[src/rtl/uart_boot_loader_pkg.sv]
`default_nettype none
// ============================================================================
// Module      : uart_boot_loader_pkg
// Description : Shared constants and types for the UART boot loader: the frame
//               magic byte, loader/receiver state encodings and the baud
//               divisor helper.
// Revision    : 1.0 - initial release
// ============================================================================
package uart_boot_loader_pkg;

    // First byte of every boot frame.
    localparam logic [7:0] c_MAGIC = 8'hB5;

    typedef enum logic [2:0] {
        ST_WAIT_MAGIC = 3'd0,
        ST_LEN_LO     = 3'd1,
        ST_LEN_HI     = 3'd2,
        ST_DATA       = 3'd3,
        ST_DONE       = 3'd4
    } loader_state_t;

    typedef enum logic [1:0] {
        RX_IDLE  = 2'd0,
        RX_START = 2'd1,
        RX_DATA  = 2'd2,
        RX_STOP  = 2'd3
    } rx_state_t;

    // System clocks per UART bit (integer division).
    function automatic int clks_per_bit(input int clock_freq, input int bit_rate);
        return clock_freq / bit_rate;
    endfunction

endpackage
`default_nettype wire

[src/rtl/uart_boot_loader_rx.sv]
`default_nettype none
// ============================================================================
// Module      : uart_rx_byte
// Description : 8N1 UART receiver. Synchronises rx through two flops, detects
//               the start edge, re-checks the start bit at half a bit period
//               and samples data/stop bits at their midpoints.
// Ports       : clk, reset     - system clock, synchronous active-high reset
//               rx             - asynchronous serial input, idle high
//               data[7:0]      - last received byte (valid with 'valid')
//               valid          - 1-cycle pulse, good byte received
//               frame_err      - 1-cycle pulse, stop bit sampled low
// Revision    : 1.0 - initial release
// ============================================================================
module uart_rx_byte
    import uart_boot_loader_pkg::*;
#(
    parameter int CLKS_PER_BIT = 217
) (
    input  logic       clk,
    input  logic       reset,
    input  logic       rx,
    output logic [7:0] data,
    output logic       valid,
    output logic       frame_err
);

    localparam logic [15:0] c_FULL = 16'(CLKS_PER_BIT - 1);
    localparam logic [15:0] c_HALF = 16'(CLKS_PER_BIT / 2 - 1);

    logic        r_sync1;
    logic        r_sync2;
    logic        r_prev;
    rx_state_t   r_state;
    rx_state_t   w_next;
    logic [15:0] r_cnt;
    logic [2:0]  r_bit_idx;
    logic [7:0]  r_shift;
    logic        r_valid;
    logic        r_ferr;
    logic        w_fall;
    logic        w_hit;

    assign w_fall = r_prev & ~r_sync2;

    // Sample point for the current state.
    always_comb begin
        w_hit = 1'b0;
        unique case (r_state)
            RX_START:         w_hit = (r_cnt == c_HALF);
            RX_DATA, RX_STOP: w_hit = (r_cnt == c_FULL);
            default:          w_hit = 1'b0;
        endcase
    end

    always_comb begin
        w_next = r_state;
        unique case (r_state)
            RX_IDLE:  if (w_fall) w_next = RX_START;
            // A start bit that is high again at mid-bit was a glitch.
            RX_START: if (w_hit) w_next = r_sync2 ? RX_IDLE : RX_DATA;
            RX_DATA:  if (w_hit && (r_bit_idx == 3'd7)) w_next = RX_STOP;
            // Return to idle at the stop midpoint so a back-to-back start edge
            // half a bit later is caught.
            RX_STOP:  if (w_hit) w_next = RX_IDLE;
            default:  w_next = RX_IDLE;
        endcase
    end

    always_ff @(posedge clk) begin
        if (reset) begin
            r_sync1   <= 1'b1;
            r_sync2   <= 1'b1;
            r_prev    <= 1'b1;
            r_state   <= RX_IDLE;
            r_cnt     <= '0;
            r_bit_idx <= '0;
            r_shift   <= '0;
            r_valid   <= 1'b0;
            r_ferr    <= 1'b0;
        end else begin
            r_sync1 <= rx;
            r_sync2 <= r_sync1;
            r_prev  <= r_sync2;
            r_state <= w_next;
            r_valid <= 1'b0;
            r_ferr  <= 1'b0;

            if ((r_state == RX_IDLE) || w_hit) begin
                r_cnt <= '0;
            end else begin
                r_cnt <= r_cnt + 16'd1;
            end

            if (r_state == RX_IDLE) begin
                r_bit_idx <= '0;
            end

            if (w_hit && (r_state == RX_DATA)) begin
                r_shift   <= {r_sync2, r_shift[7:1]};
                r_bit_idx <= r_bit_idx + 3'd1;
            end

            if (w_hit && (r_state == RX_STOP)) begin
                r_valid <= r_sync2;
                r_ferr  <= ~r_sync2;
            end
        end
    end

    assign data      = r_shift;
    assign valid     = r_valid;
    assign frame_err = r_ferr;

endmodule
`default_nettype wire

[src/rtl/uart_boot_loader.sv]
`default_nettype none
// ============================================================================
// Module      : uart_boot_loader
// Description : Receives a framed program image over UART (magic 0xB5, 16-bit
//               LE word count, LE data words), writes it to memory one word at
//               a time and holds the CPU in reset until the image is loaded.
// Ports       : clk, reset     - system clock, synchronous active-high reset
//               rx             - asynchronous UART receive line
//               mem_we         - 1-cycle word write strobe
//               mem_addr       - word address of the write
//               mem_wdata      - write data
//               cpu_reset_o    - CPU reset, released once loading is done
//               busy           - frame in progress (length or data phase)
//               error          - sticky framing/length/timeout error
// Revision    : 1.0 - initial release
// ============================================================================
module uart_boot_loader
    import uart_boot_loader_pkg::*;
#(
    parameter int CLOCK_FREQ     = 25000000,
    parameter int BIT_RATE       = 115200,
    parameter int MEMORY_SIZE    = 4096,
    parameter int TIMEOUT_CYCLES = 25000000
) (
    input  logic                           clk,
    input  logic                           reset,
    input  logic                           rx,
    output logic                           mem_we,
    output logic [$clog2(MEMORY_SIZE)-1:0] mem_addr,
    output logic [31:0]                    mem_wdata,
    output logic                           cpu_reset_o,
    output logic                           busy,
    output logic                           error
);

    localparam int          c_CLKS_PER_BIT = clks_per_bit(CLOCK_FREQ, BIT_RATE);
    localparam int          c_ADDR_W       = $clog2(MEMORY_SIZE);
    localparam logic [31:0] c_TIMEOUT      = 32'(TIMEOUT_CYCLES);

    logic [7:0]          w_rx_data;
    logic                w_rx_valid;
    logic                w_rx_ferr;

    loader_state_t       r_state;
    loader_state_t       w_next;
    logic [7:0]          r_len_lo;
    logic [15:0]         r_len;
    logic [15:0]         r_word_cnt;
    logic [1:0]          r_byte_idx;
    logic [23:0]         r_word;
    logic [c_ADDR_W-1:0] r_addr;
    logic [31:0]         r_wdata;
    logic                r_we;
    logic                r_cpu_reset;
    logic                r_error;
    logic [31:0]         r_timer;

    logic [15:0]         w_len;
    logic                w_busy;
    logic                w_timeout;
    logic                w_abort;
    logic                w_len_err;
    logic                w_write;

    uart_rx_byte #(
        .CLKS_PER_BIT (c_CLKS_PER_BIT)
    ) u_rx (
        .clk       (clk),
        .reset     (reset),
        .rx        (rx),
        .data      (w_rx_data),
        .valid     (w_rx_valid),
        .frame_err (w_rx_ferr)
    );

    assign w_len     = {w_rx_data, r_len_lo};
    assign w_busy    = (r_state == ST_LEN_LO) || (r_state == ST_LEN_HI) ||
                       (r_state == ST_DATA);
    assign w_timeout = w_busy && (r_timer == c_TIMEOUT);

    always_comb begin
        w_next    = r_state;
        w_abort   = 1'b0;
        w_len_err = 1'b0;
        w_write   = 1'b0;
        unique case (r_state)
            ST_WAIT_MAGIC: begin
                if (w_rx_valid && (w_rx_data == c_MAGIC)) w_next = ST_LEN_LO;
            end
            ST_LEN_LO: begin
                if (w_timeout || w_rx_ferr) w_abort = 1'b1;
                else if (w_rx_valid)        w_next  = ST_LEN_HI;
            end
            ST_LEN_HI: begin
                if (w_timeout || w_rx_ferr) begin
                    w_abort = 1'b1;
                end else if (w_rx_valid) begin
                    if (w_len == 16'd0) begin
                        w_next = ST_DONE;
                    end else if (32'(w_len) > 32'(MEMORY_SIZE)) begin
                        w_len_err = 1'b1;
                        w_next    = ST_WAIT_MAGIC;
                    end else begin
                        w_next = ST_DATA;
                    end
                end
            end
            ST_DATA: begin
                // Timeout takes priority over a byte landing in the same cycle.
                if (w_timeout || w_rx_ferr) begin
                    w_abort = 1'b1;
                end else if (w_rx_valid && (r_byte_idx == 2'd3)) begin
                    w_write = 1'b1;
                    if (r_word_cnt == 16'(r_len - 16'd1)) w_next = ST_DONE;
                end
            end
            ST_DONE:  w_next = ST_DONE;
            default:  w_next = ST_WAIT_MAGIC;
        endcase
        if (w_abort) w_next = ST_WAIT_MAGIC;
    end

    always_ff @(posedge clk) begin
        if (reset) begin
            r_state     <= ST_WAIT_MAGIC;
            r_len_lo    <= '0;
            r_len       <= '0;
            r_word_cnt  <= '0;
            r_byte_idx  <= '0;
            r_word      <= '0;
            r_addr      <= '0;
            r_wdata     <= '0;
            r_we        <= 1'b0;
            r_cpu_reset <= 1'b1;
            r_error     <= 1'b0;
            r_timer     <= '0;
        end else begin
            r_state     <= w_next;
            r_we        <= w_write;
            // Registered from the current state so the release happens one
            // cycle after the final write and never glitches.
            r_cpu_reset <= (r_state != ST_DONE);

            if (w_abort || w_len_err ||
                (w_rx_ferr && (r_state == ST_WAIT_MAGIC))) begin
                r_error <= 1'b1;
            end

            if (!w_busy || w_timeout || w_rx_valid) begin
                r_timer <= '0;
            end else begin
                r_timer <= r_timer + 32'd1;
            end

            if (w_write) begin
                r_wdata <= {w_rx_data, r_word};
            end

            if (w_abort) begin
                r_byte_idx <= '0;
                r_word_cnt <= '0;
                r_addr     <= '0;
                r_len      <= '0;
            end else begin
                if (r_we) begin
                    r_addr <= r_addr + 1'b1;
                end
                if (w_rx_valid) begin
                    unique case (r_state)
                        ST_LEN_LO: r_len_lo <= w_rx_data;
                        ST_LEN_HI: r_len    <= w_len;
                        ST_DATA: begin
                            // Three shifts leave bytes 0..2 in [23:0]; the
                            // fourth byte is merged directly into the write.
                            r_word     <= {w_rx_data, r_word[23:8]};
                            r_byte_idx <= r_byte_idx + 2'd1;
                            if (r_byte_idx == 2'd3) begin
                                r_word_cnt <= r_word_cnt + 16'd1;
                            end
                        end
                        default: ;
                    endcase
                end
            end
        end
    end

    assign mem_we      = r_we;
    assign mem_addr    = r_addr;
    assign mem_wdata   = r_wdata;
    assign cpu_reset_o = r_cpu_reset;
    assign busy        = w_busy;
    assign error       = r_error;

endmodule
`default_nettype wire
[config.mk]
export PLATFORM = sky130hd
export DESIGN_NAME = uart_boot_loader
export DESIGN_NICKNAME = d
export VERILOG_FILES = /design/src/rtl/uart_boot_loader_pkg.sv /design/src/rtl/uart_boot_loader_rx.sv /design/src/rtl/uart_boot_loader.sv
export SDC_FILE = /design/constraint.sdc
export NUM_CORES = 1
export LEC_CHECK = 0
export BUFFER_PORTS_ARGS = -buffer_cell sky130_fd_sc_hd__buf_2
export CAP_MARGIN = 25
export CORE_UTILIZATION = 54
export DETAILED_ROUTE_END_ITERATION = 8
export PLACE_DENSITY = 0.75
export SLEW_MARGIN = 0
export SYNTH_ARGS = -nofsm -noshare
export SYNTH_HDL_FRONTEND = slang
export SYNTH_SLANG_ARGS = --single-unit
[constraint.sdc]
create_clock -name clk -period 2.95 [get_ports clk]
set_input_delay 0.59 -clock clk [delete_from_list [all_inputs] [get_ports clk]]
set_output_delay 0.59 -clock clk [all_outputs]
set_load 0.005 [all_outputs]
After elaboration in Yosys (flattened, before gate mapping)
Index checks and enable logic that the tools add are counted.

Add/subtract/negate cells: 7. Order comparisons: 1. Eq/ne operators: 27. Multiplexer cells: 30. Bitwise operators: 4. Reduce and logical (&&, ||, !) cells: 33.

Operator list (count): two-way mux 3 bit (11); adder 16 x 1 -> 16 bit, second input constant (2); adder 32 x 1 -> 32 bit, second input constant (1); equality test 32 x 25 -> 1 bit, second input constant (1); equality test 16 bit (1); equality test 16 x 7 -> 1 bit, second input constant (1); equality test 16 x 8 -> 1 bit, second input constant (1); greater-than comparator 16 x 13 -> 1 bit, second input constant (1); logical NOT 16 bit (1); != test 2 x 1 -> 1 bit, second input constant (8); subtractor 16 x 1 -> 16 bit, second input constant (1); case mux 3 bit (5 select lines) (1); adder 12 x 1 -> 12 bit, second input constant (1); two-way mux 2 bit (6); two-way mux 1 bit (10); OR reduction 2 bit (5); AND reduction 3 bit (3); equality test 8 bit, second input constant (1); logical OR 1 bit (8); != test 2 bit, second input constant (4); case mux 2 bit (4 select lines) (1); AND reduction 8 bit (1); logical AND 1 bit (7); equality test 2 bit, second input constant (3); 17 further kinds (22).

Register bits after elaboration: 182. Output and inout port bits: 48. Logic and storage cells: 123.

Depth between registers and ports, before layout
Gate-level depths: netlist (run 1).

Depth after elaboration: 9. Depth in mapped cells: 11.

By module
From an unflattened synthesis (run 1), not the netlist that was laid out.

Cells, all modules: 951. Area total of the unflattened synthesis: 7900.1 µm².

By module, submodules not included: uart_boot_loader (instances 1, cells each 794, area each 6401.1 µm², seq. area each 2962.8 µm²); uart_rx_byte (instances 1, cells each 157, area each 1498.9 µm², seq. area each 680.7 µm²).

Worst setup path after synthesis (run 1)
OpenSTA, ideal clock, no wires.

Path type: register to register. Start point: reg r_len[0]. End point: reg r_state[2]. Setup time: 0.061 ns. Data arrival time: 2.744 ns. Data required time: 2.889 ns. Path slack: 0.145 ns. Cell stages (with the launch flop): 11. Buffers on the path: 1. Clock period less this slack: 2.805 ns. Cells stage by stage: dfxtp_1 inv_1 ha_1 or4b_1 buf_2 o41a_1 or4_1 o211a_1 or4_4 o21ai_2 and4b_1.

Cells in the longest elaborated chain, start to end: 4.

RTL lines: start: declaration (RTL line uart_boot_loader.sv:47) `logic [15:0] r_len;`; start signal: assignment (RTL line uart_boot_loader.sv:171) `ST_LEN_HI: r_len <= w_len;`; subtractor 16 x 1 -> 16 bit (RTL line uart_boot_loader.sv:114) `if (r_word_cnt == 16'(r_len - 16'd1)) w_next = ST_DONE;`; equality test 16 bit (RTL line uart_boot_loader.sv:114); != test 2 x 1 -> 1 bit (no line); AND reduction 8 bit (no line); end signal: assignment (RTL line uart_boot_loader.sv:138) `r_state <= w_next;`; end: declaration (RTL line uart_boot_loader.sv:44) `loader_state_t r_state;`.

No other way between the ends. A chain may end at the register's enable or synchronous reset.

Worst setup path after layout (run 1)
Ends and elaborated chain as after synthesis.

==> key figures, run 1 <==
Layout
  • Fin nets: roughly 1000
  • Share of cells above drive strength 1: 0.119
  • ANT cells: 0
  • Layout Cell Area excl Fill: slightly below 9000 um2
  • Area grow syn2layout: 12.9%
  • Most common cell after layout, fill and taps aside: nand2_1
  • Post-layout util: 0.631
  • Commonest cells after routing, fill and taps aside: 185 x nand2_1, 181 x dfxtp_1, 122 x nor2_1

Critical path
  • Worst EP required: roughly 3300 ps
  • Setup crit end kind: register
  • Worst setup startpoint: r_len[0]
  • Critical path class: register to register
  • Worst-path fanout max: 6
  • Critical Path AT: ~3200 ps
  • RR Startpoint: r_len[0]
  • Startpoint Class: register

Clock network
  • Worst-path clk slew: around 70 ps
  • CTS tree: built
  • H-tree lvl count: 4
  • Post-CTS setup buffers: 0
  • CTS root buf: clkbuf_16
  • Clk Latency, worst-skew pair: about 440 ps
  • Clock Path Buffers: 2
  • Number of CTS-inserted buffers: 17
  • Hold_buf cts: 0
  • Clock sink total: between 150 and 200
  • Post-CTS resize count: 0

Route
  • Final ANT Viol Nets: 0
  • Avg WL per Cell: about 13 um
  • WL final: 15.7 mm
  • Initial DRC Count: roughly 420
  • DR pass1 iterations: 5
  • Vias/cell: roughly 5.4
  • DRC: 0
  • Via count: about 6300

Placed design
  • Hpwl dp: between 10 and 15 mm
  • Port Buffers: 50
  • Gp weighted congestion: about 0.84
  • Post-placement cell area: between 8000 and 9000 um2
  • Place WS: about 110 ps

Yosys
  • Synthesized flop and latch total: around 180
  • Synth Warn #: 0
  • Sequential area share after synthesis: 0.466
  • Main synth FF type: dfxtp_1
  • Mapped Area: ~7800 um2
  • Number of flops mapped to enable cells by yosys: 0
  • Synth async-reset ratio: 0
  • Syn Inst Count: 953
  • Syn nets: slightly below 1000
  • Syn Area/Cell: 8.21 um2
  • Cell variety after synth: 53

STA
  • Final slew viol count: 0
  • Final worst setup slack: around 160 ps
  • Worst-Margin Slew: about 760 ps
  • Ratio of final minimum period to clock period: 0.946
  • Slew margin rel.: 0.489
  • Min Tclk post-route: between 2000 and 3000 ps
  • Final setup skew: ~15 ps
  • RSZ-0062 raised after global routing: no
  • Hold Vio Cnt, Final: 0
  • FMAX: 358 MHz
  • Post-Route Setup TNS: 0 ps
  • Setup violators final: 0

Floorplan
  • # rows: 43
  • Core ar.: 14000 um2
  • Die area: between 10000 and 15000 um2
  • Initial Util: 0.559
  • Die Height: 122 um
  • Boundary Pins: 51
  • Die W: about 120 um

Power and ir drop
  • Worst vdd ir: ~0.00047 V
  • PD cells: around 540 nW/um2
  • Total Power: approximately 4.7 mW
  • P_leak: approximately 3.2 nW

Global routing
  • Vias in the first global route: around 5600
  • First-pass GRT wire length: around 27 mm
  • Tot GR Track Use: 0.223
  • Congestion Overflow GR: 0
  • Initial antenna violation count: 0
  • Largest net degree at the start of global routing: slightly above 50

Min path
  • HP Class: primary input to register
  • HP Start: rx

Flow run
  • Max cap viols: 0

Status
  • Outcome: finished, final reports clean
==> per-layer routing <==
metal	vias to the layer above	wire (um)	GRT usage
met5	-	0	0
met4	0	165	0.0694
met3	13	524	0.0465
met2	97	7240	0.341
met1	2931	7760	0.315
li1	3253	-	-
==> worst max-delay path: stages (launching register included) <==
cell and delay (ps):
dfxtp_1 320, inv_1 70, ha_2 220, or4b_1 470, o41a_1 340, or4_1 410
o211a_1 130, or4_4 430, o21ai_4 160, and4b_1 190
==> metrics by stage <==
step	hold slack, ps	cells
after floorplan	389	953
after global placement	391	1144
after detailed placement	393	1144
after CTS	322	1176
after global routing	321	1176
final	338	1176
==> worst paths after layout <==
check / to / slack [ps] / depth (start not counted)
worst min register to register: u_rx.r_sync2 / 410 / 1
worst max-delay path: r_state[2] / 160 / 9
worst max register to register: r_state[2] / 160 / 9
worst min-delay path: u_rx.r_sync1 / 340 / 2
==> logic make-up after synthesis <==
family                   synth area share
AND/OR/NAND/NOR                     0.272
flip-flops                          0.466
multiplexers                       0.0283
AO/OA/AOI/OAI                      0.0857
XOR/XNOR                           0.0940
buffers and inverters              0.0393
adder cells (fa/ha/maj)            0.0144
==> sequential cells by signal, summed over array words and instances, names as in the netlist, 2 cells and up, named ones only <==
register and cells:
r_timer 32, u_rx.data 8, r_state 3, u_rx.r_cnt 16, u_rx.r_bit_idx 3, mem_wdata 32
mem_addr 12, r_len_lo 8, r_word 24, r_byte_idx 2, r_word_cnt 16, r_len 16
==> synth_stat cells (all sizes together), types with 7 or more instances <==
library cell / count / area share
nor4: 9 / 0.0072
dfxtp: 182 / 0.47
clkbuf: 52 / 0.025
or4: 8 / 0.0086
nor3: 12 / 0.0077
o21ai: 10 / 0.0069
nand3: 38 / 0.024
xor2: 49 / 0.055
xnor2: 35 / 0.039
a21oi: 86 / 0.055
a31oi: 7 / 0.0056
ha: 9 / 0.014
nor4b: 9 / 0.010
nand2: 185 / 0.089
nand4: 19 / 0.015
buf: 7 / 0.0053
mux2i: 21 / 0.027
nor2: 124 / 0.060
and3: 15 / 0.012
inv: 19 / 0.0091
==> final cells by class <==
type                    count  area (um2)
clock inverters            13         139
well taps                 180         225
flip-flops and latches    182        3640
clock buffers              19         453
fillers                  1237        5160
inverters                  19        71.3
repair buffers             70         413
multi-input cells         693        3890
==> power breakdown <==
| group | total (mW) | switching, mW | internal (mW) |
|---|---|---|---|
| Sequential | 2.46 | 0.00302 | 2.46 |
| Clock | 2.24 | 1.00 | 1.23 |
| Combinational | 0.0420 | 0.0332 | 0.00882 |
| Total | 4.74 | 1.04 | 3.70 |
Power figures use the tool's default switching activity.
==> inputs of run 2 (changes only) <==
--- a/config.mk
+++ b/config.mk
@@ -7,9 +7,10 @@
 export LEC_CHECK = 0
 export BUFFER_PORTS_ARGS = -buffer_cell sky130_fd_sc_hd__buf_2
 export CAP_MARGIN = 25
-export CORE_UTILIZATION = 54
+export CORE_UTILIZATION = 65
 export DETAILED_ROUTE_END_ITERATION = 8
-export PLACE_DENSITY = 0.75
+export PLACE_DENSITY = 0.85
+export RECOVER_POWER = 25
 export SLEW_MARGIN = 0
 export SYNTH_ARGS = -nofsm -noshare
 export SYNTH_HDL_FRONTEND = slang
==> constraint.sdc (replaced) <==
create_clock -name clk -period 3.36 [get_ports clk]
set_input_delay 0.672 -clock clk [delete_from_list [all_inputs] [get_ports clk]]
set_output_delay 0.672 -clock clk [all_outputs]
set_load 0.005 [all_outputs]
==> key figures, run 2 (synthesis gave the netlist of run 1 again) <==
Route
  • Final ANT Viol Nets: 0 (unchanged)
  • Avg WL per Cell: 14.0 um (+5.0%)
  • Via count: 6439 (+2.3%)
  • Vias/cell: 5.72 (+6.8%)
  • DR pass1 iterations: 5 (unchanged)
  • DRC: 0 (unchanged)
  • WL final: 15.8 mm (+0.57%)
  • Initial DRC Count: 418 (+0.48%)

Placed design
  • Gp weighted congestion: 0.863 (+3.1%)
  • Port Buffers: 50 (unchanged)
  • Placed cells: 1095 (-4.3%)
  • Hpwl dp: 10.3 mm (-1.6%)

Layout
  • Commonest cells after routing, fill and taps aside: 185 x nand2_1, 182 x dfxtp_1, 123 x nor2_1
  • Share of cells above drive strength 1: 0.0905 (-0.0289)
  • Most common cell after layout, fill and taps aside: nand2_1
  • ANT cells: 0 (unchanged)
  • Non-filler instance count after layout: 1126 (-4.3%)
  • Fin nets: 983 (-1.2%)
  • Area grow syn2layout: 10.6%

Critical path
  • Startpoint Class: register
  • Setup crit end kind: register
  • Crit-path slowest cell: or4b_1
  • R2R setup slack: 320 ps (+160 ps)
  • CP cell instances: inv_1 > ha_1 > or4b_1 > o41a_1 > or4_1 > o211a_1 > or4_4 > o21ai_2 > and4b_1
  • Worst-path fanout max: 6 (unchanged)
  • Critical Path AT: 3400 ps (+230 ps)
  • Worst reg2reg path endpoint: r_state[2]
  • Worst EP required: 3720 ps (+390 ps)
  • Worst Setup EP: r_state[2]
  • Crit-path max cell delay: 590 ps (+120 ps)
  • RR Startpoint: r_len[0]
  • Critical path class: register to register
  • FF-to-FF path depth: 9 (unchanged)
  • Worst setup startpoint: r_len[0]

Global routing
  • First-pass GRT wire length: 26.7 mm (-0.51%)
  • Tot GR Track Use: 0.263 (+0.0392)
  • Largest net degree at the start of global routing: 77 (+51%)
  • Vias in the first global route: 5769 (+3.1%)
  • Initial antenna violation count: 0 (unchanged)
  • Congestion Overflow GR: 0 (unchanged)

Clock network
  • Clock Path Buffers: 2 (unchanged)
  • Post-CTS resize count: 0 (unchanged)
  • Post-CTS setup buffers: 0 (unchanged)
  • Clock sink total: 182 (unchanged)
  • Hold_buf cts: 0 (unchanged)
  • CTS tree: built
  • Number of CTS-inserted buffers: 17 (unchanged)
  • Clk Latency, worst-skew pair: 420 ps (-20 ps)
  • Worst-path clk slew: 60 ps (about the same)
  • H-tree lvl count: 4 (unchanged)
  • CTS root buf: clkbuf_16

Min path
  • HP Class: register to register

STA
  • Final setup skew: 7.26 ps (-7.31 ps)
  • Final slew viol count: 0 (unchanged)
  • Ratio of final minimum period to clock period: 0.904 (-0.0425)
  • Hold WS: 421 ps (+83.3 ps)
  • RSZ-0062 raised after global routing: no
  • FMAX: 329 MHz (-8.1%)
  • Worst-Margin Slew: 1440 ps (+678 ps)
  • Post-Route Setup TNS: 0 ps (unchanged)
  • Slew margin rel.: 0.0432 (-0.446)
  • Min Tclk post-route: 3040 ps (+245 ps)
  • Hold Vio Cnt, Final: 0 (unchanged)
  • Setup violators final: 0 (unchanged)

Flow run
  • Max cap viols: 0 (unchanged)

Floorplan
  • Die W: 112 um (-8.7%)
  • Die area: 12500 um2 (-17%)
  • Core ar.: 11600 um2 (-17%)
  • Die Height: 112 um (-8.7%)
  • Boundary Pins: 51 (unchanged)
  • # rows: 39 (-9.3%)
  • Initial Util: 0.676 (+0.117)

Power and ir drop
  • P_leak: 3.11 nW (-3.6%)
  • Worst vdd ir: 0.000417 V (-11%)
  • PD cells: 479 nW/um2 (-11%)

Status
  • Outcome: finished, final reports clean
-- run 2: critical path: cells and delay by family, from the launching register on --
family / cells / cell delay, ps
AOI/OAI and AO/OA: 3 / 700
DFF: 1 / 350
and+or+nand+nor: 4 / 1620
buffers and inverters: 1 / 70
adders and majority gates: 1 / 250
-- run 2: report_power, final --
part | internal (mW) | leakage, nW | switching (mW)
Combinational | 0.00726 | 1.36 | 0.0287
Sequential | 2.16 | 1.47 | 0.00284
Clock | 1.14 | 0.283 | 0.802
Total | 3.31 | 3.11 | 0.834
-- run 2: final cells by class --
type,instances,area [um2]
Clock buffer,22,464
Clock inverter,9,119
Fill cell,832,2910
Inverter,19,71.3
Multi-Input combinational cell,693,3870
Sequential cell,182,3640
Tap cell,143,179
Timing Repair Buffer,58,304
-- run 2: per-stage QoR --
step / power [mW] / util / worst slack, ps / cell area [um2]
detailed placement: 2.25 / 0.700 / 370 / 8090
global placement: 2.25 / 0.700 / 460 / 8090
floorplan: 2.24 / - / 555 / 7820
CTS: 4.17 / 0.750 / 348 / 8670
global route: 4.27 / 0.748 / 207 / 8650
finish: 4.14 / 0.748 / 323 / 8650
-- run 2: how the worst min path moves through the flow --
stage,startpoint,end,slack (ps),cells after the start
floorplan,u_rx.r_sync1,u_rx.r_sync2,390,1
global placement,u_rx.r_sync1,u_rx.r_sync2,390,1
detailed placement,u_rx.r_sync1,u_rx.r_sync2,410,1
CTS,rx,u_rx.r_sync1,420,2
global route,rx,u_rx.r_sync1,420,2
finish,u_rx.r_sync1,u_rx.r_sync2,420,1
-- run 2: routing by layer --
layer  GRT usage  wire length (um)
met1       0.352              7360
met2       0.422              7470
met3      0.0577               792
met4      0.0847               153
met5           0                 0
